**config.mk**
```make
export PLATFORM = sky130hd
export DESIGN_NAME = multicycle_ctrl
export DESIGN_NICKNAME = d
export VERILOG_FILES = /design/src/rtl/multicycle_ctrl.sv
export SDC_FILE = /design/constraint.sdc
export NUM_CORES = 1
export LEC_CHECK = 0
export ABC_AREA = 1
export BUFFER_PORTS_ARGS = -buffer_cell sky130_fd_sc_hd__buf_2
export CAP_MARGIN = 25
export CORE_AREA = 5 5 42 44
export DETAILED_ROUTE_END_ITERATION = 16
export DIE_AREA = 0 0 47 49
export GPL_TIMING_DRIVEN = 0
export HOLD_SLACK_MARGIN = 0.03
export MAX_ROUTING_LAYER = met4
export PLACE_DENSITY_LB_ADDON = 0.08
export SLEW_MARGIN = 5
export SYNTH_ARGS = -nofsm -noshare
export SYNTH_HDL_FRONTEND = slang
export SYNTH_SLANG_ARGS = --single-unit
```
**constraint.sdc**
```tcl
create_clock -name clk -period 1.1 [get_ports clk]
set_input_delay 0.22 -clock clk [delete_from_list [all_inputs] [get_ports clk]]
set_output_delay 0.22 -clock clk [all_outputs]
set_load 0.1 [all_outputs]
```
**src/rtl/multicycle_ctrl.sv**
```systemverilog
// ============================================================================
// multicycle_ctrl : main control FSM of the multi-cycle RV64 core
// Optional perf counters via `MULTICYCLE_CTRL_PERF_EN.  Rev 1.0
// ============================================================================
`timescale 1ns/1ps
`default_nettype none

module multicycle_ctrl (
    input  logic       clk,
    input  logic       rst_n,
    input  logic [6:0] opcode,
    input  logic       mem_ready,
    output logic [1:0] ctrl_ALU_op,
    output logic       alu_src,
    output logic       addr_sel,
    output logic       mem_read,
    output logic       mem_write,
    output logic       ir_write,
    output logic       pc_write,
    output logic       branch,
    output logic       reg_write,
    output logic       mem_to_reg,
    output logic       halted
`ifdef MULTICYCLE_CTRL_PERF_EN
    ,
    output logic [63:0] cycle_cnt,
    output logic [63:0] instret_cnt
`endif
);

    typedef enum logic [2:0] {
        S_FETCH  = 3'd0,
        S_DECODE = 3'd1,
        S_EXEC   = 3'd2,
        S_MEM    = 3'd3,
        S_WB     = 3'd4,
        S_HALT   = 3'd5
    } state_t;

    localparam logic [1:0] c_CLS_R     = 2'd0;
    localparam logic [1:0] c_CLS_LOAD  = 2'd1;
    localparam logic [1:0] c_CLS_STORE = 2'd2;
    localparam logic [1:0] c_CLS_BEQ   = 2'd3;

    state_t     state_q, state_d;
    logic [1:0] cls_q, cls_d;
    logic [1:0] dec_cls;
    logic       dec_legal;

    always_comb begin
        dec_cls   = c_CLS_R;
        dec_legal = 1'b1;
        case (opcode)
            7'b0110011: dec_cls = c_CLS_R;
            7'b0000011: dec_cls = c_CLS_LOAD;
            7'b0100011: dec_cls = c_CLS_STORE;
            7'b1100011: dec_cls = c_CLS_BEQ;
            default:    dec_legal = 1'b0;
        endcase
    end

    always_ff @(posedge clk) begin
        if (!rst_n) begin
            state_q <= S_FETCH;
            cls_q   <= 2'd0;
        end else begin
            state_q <= state_d;
            cls_q   <= cls_d;
        end
    end

    always_comb begin
        state_d     = state_q;
        cls_d       = cls_q;
        ctrl_ALU_op = 2'b00;
        alu_src     = 1'b0;
        addr_sel    = 1'b0;
        mem_read    = 1'b0;
        mem_write   = 1'b0;
        ir_write    = 1'b0;
        pc_write    = 1'b0;
        branch      = 1'b0;
        reg_write   = 1'b0;
        mem_to_reg  = 1'b0;
        halted      = 1'b0;
        case (state_q)
            S_FETCH: begin
                mem_read = 1'b1;
                ir_write = mem_ready;
                pc_write = mem_ready;
                if (mem_ready) state_d = S_DECODE;
            end
            S_DECODE: begin
                cls_d   = dec_cls;
                state_d = dec_legal ? S_EXEC : S_HALT;
            end
            S_EXEC: begin
                case (cls_q)
                    c_CLS_R: begin
                        ctrl_ALU_op = 2'b10;
                        state_d     = S_WB;
                    end
                    c_CLS_BEQ: begin
                        ctrl_ALU_op = 2'b01;
                        branch      = 1'b1;
                        state_d     = S_FETCH;
                    end
                    default: begin
                        alu_src = 1'b1;
                        state_d = S_MEM;
                    end
                endcase
            end
            S_MEM: begin
                addr_sel = 1'b1;
                alu_src  = 1'b1;
                // Only load/store classes can reach MEM
                if (cls_q == c_CLS_STORE) begin
                    mem_write = 1'b1;
                    if (mem_ready) state_d = S_FETCH;
                end else begin
                    mem_read = 1'b1;
                    if (mem_ready) state_d = S_WB;
                end
            end
            S_WB: begin
                reg_write  = 1'b1;
                mem_to_reg = (cls_q == c_CLS_LOAD);
                state_d    = S_FETCH;
            end
            S_HALT: begin
                halted = 1'b1;
            end
            default: state_d = S_FETCH;
        endcase
    end

`ifdef MULTICYCLE_CTRL_PERF_EN
    logic        retire;
    logic [63:0] cycle_cnt_q, instret_cnt_q;

    assign retire = (state_q == S_WB)
                  | ((state_q == S_MEM) && (cls_q == c_CLS_STORE) && mem_ready)
                  | ((state_q == S_EXEC) && (cls_q == c_CLS_BEQ));

    always_ff @(posedge clk) begin
        if (!rst_n) begin
            cycle_cnt_q   <= 64'd0;
            instret_cnt_q <= 64'd0;
        end else begin
            if (state_q != S_HALT) cycle_cnt_q <= cycle_cnt_q + 64'd1;
            if (retire) instret_cnt_q <= instret_cnt_q + 64'd1;
        end
    end

    assign cycle_cnt   = cycle_cnt_q;
    assign instret_cnt = instret_cnt_q;
`endif

endmodule

`default_nettype wire

```
==> results.toml, run 1 <==
[final_layout]
drive_above_1_share = 0.6752
mostFrequentLayoutCells = "16 x nand2_1, 13 x buf_12, 10 x inv_1"
antenna_cells = 0
final_common_cell = "nand2_1"
num-fill-cells = 79
nets = 132
syn_to_final_growth_pct = 156.7

[power]
p_leak_nw = 0.5019
internal_power_uw = 586.8
p_switching_uw = 479.1
clockPowerShare = 0.189
p_per_area_nw_per_um2 = 932.1
ir_drop_mv = 0.7767
p_sw_frac = 0.4495
seqPwrFrac = 0.207
combPwrFrac = 0.604

[setup_path]
start_kind = "flip-flop"
crit-reg2reg-launch = "state_q[2]"
worst-setup-path-type = "flip-flop to primary output"
r2r_end = "state_q[0]"
reg2reg_depth = 8
end_kind = "primary output"
path_cells = "inv_4 > ha_4 > inv_2 > nor2_2 > inv_2 > nand2_4 > buf_12"
cp.arrival_ns = 1.36
slowest_stage = "dfxtp_4"
reg2reg_slack_ns = -0.26
critPathMaxStageDelay_ns = 0.37
cp.required_ns = 0.88
critical_path.most_common_cell = "inv_2"
crit_fanout = 4

[yosys]
synth_nets = 91
yosysTopAreaCellShare = 0.2247
ys_ff_latch = 5
ys_seq_area_frac = 0.2247
synth_cell_types = 13
ys_warn_count = 0
syn_area_um2 = 445.4
avgSynthCellArea_um2 = 5.785
synth_area_leaders = "dfxtp_1 22%, inv_1 18%, nand2_1 14%, ha_1 11%, a21oi_1 6.7%"
postSynthCellCount = 77
synth_area_leader_cell = "dfxtp_1"

[global_route]
antenna_found_initial = 0
grt_pass1_vias = 645
grt_pass1_wl_um = 2566
grt_max_degree = 8
grt_use_total = 0.1528
grt_overflow_total = 0

[sta]
post-route-min-period_ns = 1.578
maxSlewHeadroom = 0.8509
final.setup_skew_ns = 0.0001048
setup_viol = 17
slew_viol_final = 0
hold_viol_final = 0
rsz0062_at_grt = "yes"
holdWs_ns = 0.1872
fmax_mhz = 633.6
tightest_slew_ns = 0.2230
finalCritPeriodShare = 1.435
timing.final.ws_setup_ns = -0.4782

[run]
cap_violations = 0

[detailed_routing]
antenna_left = 0
route.detailed.drc = 0
via_per_inst = 4.820
first_iter_violations = 8
vias = 641
dr.pass1.iters = 4
wl_per_cell_um = 12.89
wirelength_um = 1714

[cts]
cts_buffers = 3
path_clk_slew_ns = 0.04
clock-sinks = 5
cts_tree = "built"
worst_skew_pair.late_latency_ns = 0.23
holdBufCountCts = 0
clockBufferDepth = 2
cts_root_buf = "clkbuf_4"
htreeDepth = 1

[die]
ios = 22
dieHeight_um = 49
num_rows = 14
fp.dieW_um = 47
dieArea_um2 = 2303
design.core.area_um2 = 1401
start_util = 0.3179

[place]
dpl.hpwl_um = 897.4
gp_congestion = 0.7389
dp_slack_ns = -0.6693
io_buffers = 21

[hold_path]
hp-start = "rst_n"
worst_hold_path.endpoint = "state_q[1]"
hold_path_class = "input pin to flip-flop"
hold_depth = 3

[run_status]
violations = "negative setup slack"
outcome = "finished, violations left"
## critical path: cells and delay by family (launching register included)
kind | cells | cell delay (ns)
flip-flops | 1 | 0.37
buffers and inverters | 4 | 0.32
adder cells (fa/ha/maj) | 1 | 0.26
AND/OR/NAND/NOR | 2 | 0.16
## power by group through the flow
stage | clock, mW | sequential [mW] | combinational (mW)
after global placement | 0 | 0.212 | 0.438
final | 0.202 | 0.220 | 0.644
after global routing | 0.232 | 0.223 | 0.676
after CTS | 0.216 | 0.220 | 0.593
after detailed placement | 0 | 0.212 | 0.441
after floorplan | 0 | 0.210 | 0.382
## routing by layer
metal / wire length (µm) / part of all wire / track usage
met1: 614 / 0.36 / 0.1508
met2: 981 / 0.57 / 0.2670
met3: 62 / 0.036 / 0.02952
met4: 55 / 0.032 / 0.07834
met5: 0 / 0 / -
## cell families (layout without fill, tap and decap cells)
family / Yosys count / count (layout) / share of synthesized area
AND/OR/NAND/NOR: 36 / 36 / 0.3399
adder cells (fa/ha/maj): 4 / 4 / 0.1124
flip-flops: 5 / 5 / 0.2247
AO/OA/AOI/OAI: 9 / 9 / 0.1123
buffers and inverters: 23 / 63 / 0.2107
## cell usage after synthesis
cell type and count:
inv_1 21, nand2_1 17, nor2_1 8, a21oi_1 6, nand3_1 6, dfxtp_1 5
ha_1 4, nor3_1 3, buf_4 2, o211ai_1 2, and2_1 1, nand4_1 1
o21ai_0 1
## metrics by stage
| step | power [mW] | instances | TNS, ns | area [µm²] | utilization |
|---|---|---|---|---|---|
| floorplan | 0.5922 | 77 | -6.687 | 559.3 | - |
| global placement | 0.6507 | 114 | -6.280 | 684.4 | 0.4884 |
| detailed placement | 0.6528 | 114 | -6.443 | 684.4 | 0.4884 |
| CTS | 1.030 | 129 | -4.421 | 1082 | 0.7723 |
| global route | 1.130 | 133 | -6.245 | 1144 | 0.8161 |
| finish | 1.066 | 133 | -5.051 | 1144 | 0.8161 |
## layout make-up
type | count | area (µm²) | share of cell area
multi-input combinational | 49 | 426.7 | 0.3731
clock buffer | 4 | 26.28 | 0.02298
tap | 16 | 20.02 | 0.01751
timing repair buffer | 36 | 419.2 | 0.3665
sequential | 5 | 113.9 | 0.09956
inverter | 21 | 97.59 | 0.08534
buffer | 2 | 40.04 | 0.03501
## flip-flops by register name (all words and copies together) (netlist names)
register and cells:
state_q 3, cls_q 2
## worst max-delay path by stage
| stage | startpoint | endpoint | slack [ns] | cells after the start |
|---|---|---|---|---|
| 5_1_grt | cls_q[0] | alu_src | -0.53 | 7 |
| 2_1_floorplan | state_q[1] | mem_to_reg | -0.75 | 2 |
| 6_report | cls_q[1] | alu_src | -0.48 | 7 |
| 4_1_cts | cls_q[1] | alu_src | -0.46 | 7 |
| 3_3_place_gp | state_q[2] | mem_read | -0.66 | 4 |
| 3_5_place_dp | state_q[2] | mem_read | -0.67 | 4 |
## timing repair
action                     4_1_cts  5_1_grt
pin swaps                       12        8
hold endpoints to repair         0        0
setup buffers                   11        5
resized for setup               81       12
setup endpoints to repair       17       17
Power figures use the tool's default switching activity.
==> inputs of run 2 (changes only) <==
CORE_AREA = 2 2 39 41   (was 5 5 42 44)
DIE_AREA = 0 0 41 43   (was 0 0 47 49)
PLACE_DENSITY = 0.71   (was unset)
PLACE_DENSITY_LB_ADDON = unset   (was 0.08)
==> results.toml, run 2 (synthesized netlist as in run 1, its figures left out) <==
[final_layout]
syn_to_final_growth_pct = 159.6
largest_reg_flops = 3
top_regs = "state_q x3, cls_q x2"
drive_above_1_share = 0.6810
mostFrequentLayoutCells = "15 x nand2_1, 14 x buf_12, 10 x inv_1"
stdcell_count = 132
final_core_util = 0.8354
nets = 131
final_common_cell = "nand2_1"
largest_register = "state_q"
antenna_cells = 0

[sta]
tightest_slew_ns = 0.2627
final.setup_skew_ns = 0.0001046
holdWs_ns = 0.1730
timing.final.ws_setup_ns = -0.4437
finalCritPeriodShare = 1.403
rsz0062_at_grt = "yes"
hold_viol_final = 0
slew_viol_final = 0
maxSlewHeadroom = 0.8247
post-route-min-period_ns = 1.544
setup_viol = 16
fmax_mhz = 647.8

[global_route]
grt_max_degree = 8
grt_pass1_wl_um = 2408
grt_pass1_vias = 587
antenna_found_initial = 0
grt_overflow_total = 0
grt_use_total = 0.2064

[detailed_routing]
top_layer_used = "met4"
dr.pass1.iters = 3
vias = 629
wirelength_um = 1722
via_per_inst = 4.765
route.detailed.drc = 0
wl_met2_um = 912
first_iter_violations = 7
antenna_left = 0
wl_met3_um = 72
met1_length_um = 687
wl_per_cell_um = 13.05

[place]
dp_slack_ns = -0.6840
place_inst = 114
io_buffers = 21
dpl.hpwl_um = 872.2
gp_congestion = 0.6998

[cts]
clockBufferDepth = 2
clock-sinks = 5
worst_skew_pair.late_latency_ns = 0.24
path_clk_slew_ns = 0.04
htreeDepth = 1
cts_tree = "built"
holdBufCountCts = 0
cts_root_buf = "clkbuf_4"
cts_buffers = 3

[die]
fp.dieW_um = 41
start_util = 0.3219
design.core.area_um2 = 1384
num_rows = 14
dieArea_um2 = 1763
ios = 22
dieHeight_um = 43

[setup_path]
reg2reg_slack_ns = -0.20
worst-setup-path-type = "flip-flop to primary output"
start_kind = "flip-flop"
cp.arrival_ns = 1.32
critPathTopFamily = "buffers and inverters"
path_cells = "buf_4 > ha_2 > inv_1 > nor2_4 > buf_12"
end_kind = "primary output"
slowest_stage = "dfxtp_2"
crit_fanout = 3
cp.required_ns = 0.88
critPathMaxStageDelay_ns = 0.35
cp_num_buf_inv = 3

[power]
ir_drop_mv = 0.7062
clockPowerShare = 0.193
p_sw_frac = 0.4634
p_leak_nw = 0.5016
seqPwrFrac = 0.206
internal_power_uw = 595.4
p_per_area_nw_per_um2 = 959.7
power_mw = 1.110
combPwrFrac = 0.601
p_switching_uw = 514.2

[hold_path]
hold_path_class = "input pin to flip-flop"

[run_status]
violations = "negative setup slack"
outcome = "finished, violations left"

[run]
cap_violations = 0
[run 2: changes by cell type in the layout (fill, tap and decap cells not counted), sizes merged]
cell  before  now
buf       38   37
[run 2: layer usage]
layer,GRT usage,vias up
met5,-,-
met4,0.08000,0
met3,0.03141,6
met2,0.3375,24
met1,0.2403,285
li1,-,314
[run 2: path summary, 6_finish.rpt]
kind,startpoint,to,cells past startpoint
setup reg to reg,state_q[2],state_q[0],7
hold / removal,rst_n,state_q[1],3
hold reg to reg,state_q[0],cls_q[0],4
setup / recovery,cls_q[1],mem_write,5
[run 2: final cells by class]
| cell class | instances | area [µm²] |
|---|---|---|
| Buffer | 2 | 40.04 |
| Clock buffer | 4 | 26.28 |
| Fill cell | 72 | 227.7 |
| Inverter | 21 | 95.09 |
| Multi-Input combinational cell | 49 | 450.4 |
| Sequential cell | 5 | 111.4 |
| Tap cell | 16 | 20.02 |
| Timing Repair Buffer | 35 | 412.9 |
[run 2: through the flow]
stage               instance area, µm²  TNS (ns)
floorplan                        559.3    -6.687
global placement                 684.4    -6.100
detailed placement               684.4    -6.455
CTS                               1031    -4.611
global route                      1156    -5.633
finish                            1156    -4.822
[run 2: power by group through the flow]
stage | combinational, mW | clock (mW) | sequential [mW]
3_3_place_gp | 0.438 | 0 | 0.212
3_5_place_dp | 0.444 | 0 | 0.212
5_1_grt | 0.696 | 0.239 | 0.231
6_report | 0.666 | 0.214 | 0.229
4_1_cts | 0.590 | 0.213 | 0.223
2_1_floorplan | 0.382 | 0 | 0.210
[run 2: what timing repair did]
action / in CTS / in global routing
resized for setup: 74 / 21
setup endpoints to repair: 17 / 17
setup buffers: 7 / 8
pin swaps: 7 / 11
[run 2: worst min-delay path, cell delays in order]
cell	delay (ns)
buf_2	0.08
nand2_1	0.04
inv_1	0.04
==> inputs of run 3 (changes only) <==
CORE_AREA = unset   (was 2 2 39 41)
CORE_UTILIZATION = 25   (was unset)
CTS_CLUSTER_SIZE = 16   (was unset)
DIE_AREA = unset   (was 0 0 41 43)
PLACE_DENSITY = 0.58   (was 0.71)
==> results.toml, run 3 (synthesized netlist as in run 1, its figures left out) <==
[run_status]
outcome = "finished, violations left"
violations = "negative setup slack"

[final_layout]
antenna_cells = 0
drive_above_1_share = 0.7087
syn_to_final_growth_pct = 180.3
largest_reg_flops = 3
top_regs = "state_q x3, cls_q x2"
largest_register = "state_q"
nets = 142
final_common_cell = "buf_4"
finish.instance_area_um2 = 1249
mostFrequentLayoutCells = "16 x buf_4, 15 x nand2_1, 15 x buf_12"

[sta]
slew_viol_final = 0
fmax_mhz = 642.0
final.setup_skew_ns = 0.002076
rsz0062_at_grt = "yes"
hold_viol_final = 0
tightest_slew_ns = 0.2695
finalCritPeriodShare = 1.416
timing.final.ws_setup_ns = -0.4576
setup_viol = 16
post-route-min-period_ns = 1.558
maxSlewHeadroom = 0.8198

[place]
gp_congestion = 0.7433
dpl.hpwl_um = 879.3
place_area_um2 = 684.4
dp_slack_ns = -0.6545
io_buffers = 21

[cts]
worst_skew_pair.late_latency_ns = 0.24
holdBufCountCts = 0
path_clk_slew_ns = 0.04
cts_root_buf = "clkbuf_4"
clockBufferDepth = 2
cts_tree = "built"
cts_buffers = 3
htreeDepth = 1
clock-sinks = 5

[global_route]
grt_pass1_vias = 647
grt_max_degree = 8
antenna_found_initial = 0
grt_pass1_wl_um = 2863
grt_overflow_total = 0
grt_use_total = 0.2134

[hold_path]
worst_hold_path.endpoint = "state_q[1]"
hold_path_class = "input pin to flip-flop"
hp-start = "rst_n"
hold_depth = 3

[die]
dieArea_um2 = 1955
fp.dieW_um = 44.21
start_util = 0.2825
num_rows = 14
ios = 22
dieHeight_um = 44.21
design.core.area_um2 = 1577

[power]
p_per_area_nw_per_um2 = 927.0
p_leak_nw = 0.5630
power_mw = 1.158
ir_drop_mv = 0.6248

[setup_path]
reg2reg_depth = 10
crit-reg2reg-launch = "cls_q[1]"
r2r_end = "state_q[1]"
critPathTopFamily = "flip-flops"
start_kind = "flip-flop"
end_kind = "primary output"
cp_num_buf_inv = 4
critical_path.most_common_cell = "inv_2"
slowest_stage = "dfxtp_4"
cp.required_ns = 0.88
cp.arrival_ns = 1.34
critPathMaxStageDelay_ns = 0.38
reg2reg_slack_ns = -0.30
path_cells = "inv_4 > ha_4 > inv_2 > nor2_2 > inv_2 > nand2_4 > buf_12"
worst-setup-path-type = "flip-flop to primary output"
crit_fanout = 4

[detailed_routing]
antenna_left = 0
route.detailed.drc = 0
wirelength_um = 1975
dr.pass1.iters = 6
wl_per_cell_um = 13.81
via_per_inst = 4.692
first_iter_violations = 6
vias = 671

[run]
cap_violations = 0
-- run 3: cell type report --
cell class                      instances  area, µm²
Clock buffer                            4      26.28
Buffer                                  2      40.04
Sequential cell                         5      113.9
Timing Repair Buffer                   46      515.5
Inverter                               21      97.59
Fill cell                              81      327.8
Multi-Input combinational cell         49      435.4
Tap cell                               16      20.02
-- run 3: worst max-delay path by stage --
stage	startpoint	endpoint	slack [ns]	depth (start not counted)
detailed placement	state_q[2]	mem_read	-0.65	4
floorplan	state_q[1]	mem_to_reg	-0.75	2
CTS	cls_q[1]	alu_src	-0.44	7
finish	cls_q[1]	alu_src	-0.46	7
global placement	state_q[2]	mem_read	-0.65	4
global route	cls_q[0]	alu_src	-0.52	7
-- run 3: layer usage --
layer	part of all wire	vias up	track usage
li1	-	334	-
met4	0	0	0.09091
met3	0.024	0	0.02857
met1	0.37	318	0.2111
met2	0.60	19	0.4088
met5	0	-	-
-- run 3: report_power, final --
part | switching (mW) | internal, mW
clock network | 0.0694 | 0.137
registers | 0.0219 | 0.194
logic | 0.423 | 0.313
-- run 3: repair_timing --
item                       CTS  global route
buffers inserted            12            16
pin swaps                   12            15
resized for setup           83            15
setup endpoints to repair   17            17
-- run 3: tightest hold or removal path, delay by kind of cell --
family                 cells  cell delay (ns)
buffers and inverters      2             0.12
and+or+nand+nor            1             0.04
-- run 3: stage by stage --
stage / instances / setup TNS (ns) / hold WS (ns) / util
final: 143 / -5.231 / 0.1785 / 0.7921
after global routing: 143 / -6.147 / 0.1832 / 0.7921
after CTS: 130 / -4.711 / 0.1642 / 0.7048
after detailed placement: 114 / -6.269 / 0.4191 / 0.4341
after global placement: 114 / -6.158 / 0.4162 / 0.4341
after floorplan: 77 / -6.687 / 0.3176 / -
